File: src/rtl/ffd_pkg.sv
// Shared definitions for the FFD shift-register slice: shift directions,
// the default width, and the per-bit next-state selection helper.
package ffd_pkg;

  localparam logic DIR_LEFT      = 1'b0;
  localparam logic DIR_RIGHT     = 1'b1;
  localparam int   DEFAULT_WIDTH = 4;

  // Next value of one register bit: load wins, then shift in the sampled direction, else hold.
  function automatic logic ffd_next_bit(
    input logic load,
    input logic shift,
    input logic dir,
    input logic load_bit,
    input logic left_bit,
    input logic right_bit,
    input logic hold_bit
  );
    logic nb;
    if (load) begin
      nb = load_bit;
    end else if (shift) begin
      if (dir == DIR_RIGHT) begin
        nb = right_bit;
      end else begin
        nb = left_bit;
      end
    end else begin
      nb = hold_bit;
    end
    return nb;
  endfunction

endpackage

File: src/rtl/ffd_cell.sv
// One-bit D flip-flop with clock enable and asynchronous active-low reset;
// the building block of each shift-register stage.
module ffd_cell (
  input  logic clk,
  input  logic reset,
  input  logic enabled,
  input  logic D,
  output logic Q
);

  // Storage bit: cleared by reset, captures D only while enabled.
  always_ff @(posedge clk or negedge reset) begin
    if (!reset) begin
      Q <= 1'b0;
    end else if (enabled) begin
      Q <= D;
    end else begin
      Q <= Q;
    end
  end

endmodule

File: src/rtl/ffd_shift_reg.sv
// Bidirectional shift register with parallel load, built from ffd_cell stages,
// plus a saturating shift counter and a registered full-word flag.
module ffd_shift_reg
  import ffd_pkg::*;
#(
  parameter int WIDTH = DEFAULT_WIDTH,
  parameter int CNT_W = 3
) (
  input  logic             clk,
  input  logic             reset,
  input  logic             enabled,
  input  logic             load,
  input  logic             shift,
  input  logic             dir,
  input  logic             sin,
  input  logic [WIDTH-1:0] d,
  output logic [WIDTH-1:0] q,
  output logic             sout,
  output logic [CNT_W-1:0] cnt,
  output logic             done
);

  localparam logic [CNT_W-1:0] CNT_FULL = CNT_W'(WIDTH);
  localparam logic [CNT_W-1:0] CNT_LAST = CNT_W'(WIDTH - 1);

  logic [WIDTH-1:0] q_q;
  logic [WIDTH-1:0] q_d;
  logic [WIDTH-1:0] left_s;
  logic [WIDTH-1:0] right_s;
  logic [CNT_W-1:0] cnt_q;
  logic [CNT_W-1:0] cnt_d;
  logic             done_q;
  logic             done_d;

  assign left_s  = {q_q[WIDTH-2:0], sin};
  assign right_s = {sin, q_q[WIDTH-1:1]};

  // Per-bit next-state mux feeding each cell's D input.
  always_comb begin
    q_d = q_q;
    for (int i = 0; i < WIDTH; i++) begin
      q_d[i] = ffd_next_bit(load, shift, dir, d[i], left_s[i], right_s[i], q_q[i]);
    end
  end

  genvar gi;
  generate
    for (gi = 0; gi < WIDTH; gi++) begin : g_cell
      ffd_cell u_cell (
        .clk     (clk),
        .reset   (reset),
        .enabled (enabled),
        .D       (q_d[gi]),
        .Q       (q_q[gi])
      );
    end
  endgenerate

  // Counter and full-word flag next state; the counter stops at WIDTH rather than wrapping.
  always_comb begin
    cnt_d  = cnt_q;
    done_d = done_q;
    if (load) begin
      cnt_d  = {CNT_W{1'b0}};
      done_d = 1'b0;
    end else if (shift && (cnt_q != CNT_FULL)) begin
      cnt_d  = cnt_q + {{(CNT_W-1){1'b0}}, 1'b1};
      done_d = (cnt_q == CNT_LAST) ? 1'b1 : done_q;
    end else begin
      cnt_d  = cnt_q;
      done_d = done_q;
    end
  end

  // Counter and flag registers, sharing the cells' enable and reset.
  always_ff @(posedge clk or negedge reset) begin
    if (!reset) begin
      cnt_q  <= {CNT_W{1'b0}};
      done_q <= 1'b0;
    end else if (enabled) begin
      cnt_q  <= cnt_d;
      done_q <= done_d;
    end else begin
      cnt_q  <= cnt_q;
      done_q <= done_q;
    end
  end

  assign q    = q_q;
  assign sout = (dir == DIR_RIGHT) ? q_q[0] : q_q[WIDTH-1];
  assign cnt  = cnt_q;
  assign done = done_q;

endmodule
File: config.mk
export PLATFORM = sky130hd
export DESIGN_NAME = ffd_shift_reg
export DESIGN_NICKNAME = d
export VERILOG_FILES = /design/src/rtl/ffd_pkg.sv /design/src/rtl/ffd_cell.sv /design/src/rtl/ffd_shift_reg.sv
export SDC_FILE = /design/constraint.sdc
export NUM_CORES = 1
export LEC_CHECK = 0
export ABC_AREA = 1
export ABC_CLOCK_PERIOD_IN_PS = 3250
export CAP_MARGIN = 40
export CORE_AREA = 2 2 39 41
export DETAILED_ROUTE_END_ITERATION = 10
export DIE_AREA = 0 0 41 43
export PLACE_DENSITY = 0.73
export SYNTH_ARGS = -nofsm -noshare
export SYNTH_HDL_FRONTEND = slang
export SYNTH_HIERARCHICAL = 1
export SYNTH_SLANG_ARGS = --single-unit
File: constraint.sdc
create_clock -name clk -period 3.25 [get_ports clk]
set_input_delay 0.325 -clock clk [delete_from_list [all_inputs] [get_ports clk]]
set_output_delay 0.325 -clock clk [all_outputs]
set_load 0.1 [all_outputs]
# Word level (Yosys, flattened, before mapping)
# Cells that the tools add are included.
[word_totals]
ff_bits = 8
in_bits = 11
wordCells = 34
[classes]
n_addsub = 1
eq_ne = 2
muxes = 18
n_reduce_logical = 7
[ops]
columns = ["op", "n"]
rows = [
  ["$mux 1", 16],
  ["$mux 3", 2],
  ["$reduce_bool 2->1", 3],
  ["$reduce_and 2->1", 2],
  ["$add 3x1->3 const B", 1],
  ["$eq 3x2->1 const B", 1],
  ["$ne 3x3->1 const B", 1],
  ["$reduce_and 3->1", 1],
  ["$logic_and 1x1->1", 1],
]

# Depth between registers and ports, before layout
[depth]
word_depth = 4
ltp_mapped = 7
depth_no_buf = 7

# Hierarchy
# Netlist, hierarchy kept.
[modules_own_cells]
columns = ["mod", "n_inst", "cells_each", "area_per_inst_um2", "seq_area_each_um2"]
rows = [
  ["ffd_shift_reg", 1, 65, 396.6, 100.1],
  ["ffd_cell", 4, 5, 40.0, 25.0],
]

# Least setup slack after synthesis
# Ideal clock, no wire load.
[synth_timing]
path_kind = "flip-flop to output port"
startpoint = "reg g_cell[3].u_cell.Q"
endpoint = "out sout"
arrival_ns = 3.199
required_time_ns = 2.925
slack_ns = -0.274
stages_incl_launch_ff = 3
path_buffers = 0
path_cell_list = "dfrtp_1 > inv_1 > o21ai_0"
[synth_between]
elab_chain_cells = 1
[synth_lines]
columns = ["element", "line", "rtl"]
rows = [
  ["start: declaration", "ffd_cell.sv:8", "output logic Q"],
  ["start signal: assignment", "ffd_cell.sv:14", "Q <= 1'b0;"],
  ["start signal: assignment", "ffd_cell.sv:16", "Q <= D;"],
  ["start signal: assignment", "ffd_cell.sv:18", "Q <= Q;"],
  ["$mux 1", "ffd_shift_reg.sv:90", "assign sout = (dir == DIR_RIGHT) ? q_q[0] : q_q[WIDTH-1];"],
  ["end: declaration", "ffd_shift_reg.sv:18", "output logic sout,"],
]
# No other way between the ends.

# Worst setup path in the final report
[layout_timing]
startpoint = "in dir"
endpoint = "out sout"
[layout_between]
elab_chain_cells = 1
[layout_lines]
columns = ["element", "line", "rtl"]
rows = [
  ["start: declaration", "ffd_shift_reg.sv:14", "input logic dir,"],
  ["$mux 1", "ffd_shift_reg.sv:90", ""],
]
# No other way between the ends.

==> impl_metrics.env <==
export IMPL_run_status="complete, no violations"
export IMPL_total_leakage_power_uw=0.0004736
export IMPL_layout_core_utilization=0.6519
export IMPL_area_sequential_um2=200.2
export IMPL_setup_reg_to_reg_worst_slack_ns=2.09
export IMPL_cpPeakStageDelay_ns=0.60
export IMPL_design_core_area_um2=1384
export IMPL_crit_path_start_kind="input pin"
export IMPL_die_height_um=43
export IMPL_vias_per_std_cell=4.569
export IMPL_ctsLongestPathBuffers=2
export IMPL_grt_util_all_layers=0.1803
export IMPL_power_total_uw=420.5
export IMPL_cts_sinks=8
export IMPL_number_of_fill_cells_in_the_layout=132
export IMPL_fp_dieW_um=41
export IMPL_max_slew_worst_pin_slew_ns=0.4054
export IMPL_upper_clock_frequency_limit_ghz=0.5729
export IMPL_pin_count=20
export IMPL_synth_area_per_cell_um2=6.550
export IMPL_max_slew_margin_rel=0.7289
export IMPL_io_buffers=19
export IMPL_critical_path_reg2reg_startpoint="cnt[0]$_DFFE_PN0P_"
export IMPL_tns_ns=0
export IMPL_timing_hold_worst_class="in -> async"
export IMPL_ys_ff_latch=8
export IMPL_timing_critical_path_to_type="output pin"
export IMPL_critPathSlowestCell="sky130_fd_sc_hd__clkdlybuf4s50_1"
export IMPL_synth_lib_cells_used_distinct=14
export IMPL_cts_hold_repair_buffers=0
export IMPL_area_share_of_xor_xnor_cells_in_the_synthesized_design=0
export IMPL_timing_final_hold_violations=0
export IMPL_antenna_cells=0
export IMPL_post_synth_inst_count=85
export IMPL_gr_total_overflow=0
export IMPL_clk_pin_slew_ns=0.05
export IMPL_drtAntennaViolNets=0
export IMPL_layout_common_cells="sky130_fd_sc_hd__nand2_1 (28), sky130_fd_sc_hd__clkdlybuf4s50_1 (18), sky130_fd_sc_hd__inv_1 (15)"
export IMPL_area_of_the_die_um2=1763
export IMPL_timing_critical_path_buf_inv=2
export IMPL_place_detailed_instances=127
export IMPL_grt_antenna_before_repair=0
export IMPL_area_of_the_multi_input_gates_um2=287.8
export IMPL_area_delta_synth_final_pct=62.02
export IMPL_cp_data_arrival_time_ns=1.42
export IMPL_final_min_period_over_clock_period=0.5371
export IMPL_clock_insertion_delay_worst_skew_ns=0.26
export IMPL_detailedRoute_firstIterationViolations=5
export IMPL_cts_inserted_buffers=3
export IMPL_endpoint="sout"
export IMPL_maximum_number_of_pins_on_one_net_before_global_route_repair=11
export IMPL_synth_top_family_by_area="simple AND/OR/NAND/NOR gates"
export IMPL_row_count=14
export IMPL_remaining_drc_errors=0
export IMPL_hpwl_um=1044
export IMPL_clock_tree_root_cell="sky130_fd_sc_hd__clkbuf_4"
export IMPL_power_per_unit_of_standard_cell_area_nw_per_um2=466.1
export IMPL_path_max_fanout=7
export IMPL_cts_tree="yes"
export IMPL_stages_on_worst_setup_path=4
export IMPL_arithmetic_cell_share_of_the_synthesized_area_counting_full_adders_half_adders_and_majority_gates=0.06742
export IMPL_wire_length_of_the_first_global_routing_pass_um=2145
export IMPL_gp_congestion=0.6935
export IMPL_synthesized_area_fraction_occupied_by_ao_oa_aoi_and_oai_cells=0.09438
export IMPL_syn_num_nets=99
export IMPL_critical_path_data_required_time_ns=2.92
export IMPL_ctsResizeCount=0
export IMPL_yosysSeqAreaShare=0.3596
export IMPL_route_vias_total=594
export IMPL_timing_critical_path_cells="clkdlybuf4s50_1 > nand2_1 > o21ai_1 > buf_4"
export IMPL_finish_cell_count_without_fillers=130
export IMPL_worst_r2r_path_depth=5
export IMPL_ratio_of_cells_with_drive_above_1_in_the_final_layout=0.1491
export IMPL_crit_start="dir"
export IMPL_finalSetupViolCount=0
export IMPL_fin_crit_ns=1.746
export IMPL_most_frequent_standard_cell_in_the_layout_excluding_fill_and_tap_cells="sky130_fd_sc_hd__nand2_1"
export IMPL_drt_first_pass_iters=4
export IMPL_cts_repair_timing_setup_buffer_count=0
export IMPL_synthesis_area_um2=556.8
export IMPL_first_global_vias=539
export IMPL_fin_nets=130
export IMPL_synth_area_in_simple_gates=0.3551
export IMPL_synth_warnings=6
export IMPL_detail_route_wirelength_um=1339
export IMPL_clock_skew_final_ns=0.001953
export IMPL_max_cap_violations=0
export IMPL_worstReg2RegEnd="cnt[2]$_DFFE_PN0P_"
export IMPL_wire_per_inst_um=10.30
export IMPL_peakVddDrop_mv=0.3715
export IMPL_worstSetupPathType="in -> out"
export IMPL_initial_core_util=0.4024
export IMPL_yosys_mux_area_fraction=0
export IMPL_rsz0062_at_grt="false"
export IMPL_critPathTopFamily="buffers and inverters"
export IMPL_ctsHtreeMaxLevel=1
export IMPL_number_of_slew_limit_violations_in_the_final_report=0
per-layer routing:
layer  vias to the layer above  part of all wire  GRT usage
met5                         -                 0          0
met3                         4             0.066    0.04712
met4                         0             0.013    0.08000
met1                       255              0.46     0.2185
li1                        319                 -          -
met2                        16              0.46     0.2844
worst min-delay path by stage:
stage | from | to | slack, ns | cells after the start
after floorplan | reset | cnt[0]$_DFFE_PN0P_ | 0.03 | 0
after global placement | g_cell[1].u_cell/Q$_DFFE_PN0P_ | g_cell[1].u_cell/Q$_DFFE_PN0P_ | 0.51 | 2
after detailed placement | g_cell[2].u_cell/Q$_DFFE_PN0P_ | g_cell[2].u_cell/Q$_DFFE_PN0P_ | 0.52 | 2
after CTS | reset | g_cell[1].u_cell/Q$_DFFE_PN0P_ | 0.38 | 1
after global routing | reset | g_cell[3].u_cell/Q$_DFFE_PN0P_ | 0.39 | 1
final | reset | g_cell[0].u_cell/Q$_DFFE_PN0P_ | 0.36 | 1
state kept, by name, indices dropped and copies added (netlist names):
register	count
g_cell.u_cell/Q	4
done	1
cnt	3
worst register-to-register path: stages, from the launching register on:
cell and delay [ns]:
sky130_fd_sc_hd__dfrtp_1 0.41, sky130_fd_sc_hd__ha_1 0.21, sky130_fd_sc_hd__ha_1 0.27, sky130_fd_sc_hd__nor2_1 0.04, sky130_fd_sc_hd__nand2_1 0.08, sky130_fd_sc_hd__nand2_1 0.05
stage by stage:
step	hold slack, ns	setup WS (ns)	area, um^2
floorplan	0.02941	0.4758	556.8
global placement	0.5073	1.382	759.5
detailed placement	0.5162	1.489	879.6
CTS	0.3784	1.484	902.1
global route	0.3906	1.444	902.1
finish	0.3600	1.504	902.1
final cells by class:
type,count,share of cell area
sequential,8,0.2219
clock buffer,3,0.02497
tap,16,0.02219
timing repair buffer,27,0.3412
inverter,17,0.07074
multi-input combinational,59,0.3190
power breakdown:
group | total [uW] | switching (uW) | internal (uW) | leakage (uW)
combinational | 220 | 141 | 78.2 | 0.000357
sequential | 122 | 11.5 | 111 | 0.000102
clock | 78.6 | 36.2 | 42.4 | 0.0000138
synthesized netlist by cell type:
master	instances	share of area
sky130_fd_sc_hd__a21boi_1	1	0.013
sky130_fd_sc_hd__a21oi_1	8	0.072
sky130_fd_sc_hd__buf_2	1	0.0090
sky130_fd_sc_hd__dfrtp_1	8	0.36
sky130_fd_sc_hd__ha_1	3	0.067
sky130_fd_sc_hd__inv_1	15	0.10
sky130_fd_sc_hd__inv_2	2	0.013
sky130_fd_sc_hd__nand2_1	28	0.19
sky130_fd_sc_hd__nand2_2	2	0.022
sky130_fd_sc_hd__nand2_4	1	0.020
sky130_fd_sc_hd__nand3_1	8	0.072
sky130_fd_sc_hd__nand4_1	1	0.011
sky130_fd_sc_hd__nor2_1	6	0.040
sky130_fd_sc_hd__o21ai_0	1	0.0090
cells by family after synthesis:
| logic type | count (synthesis) |
|---|---|
| compound gates | 10 |
| buf+inv | 18 |
| flops | 8 |
| simple gates | 46 |
| fa+ha+maj | 3 |
Note: power is estimated with default switching activity, not from simulation.
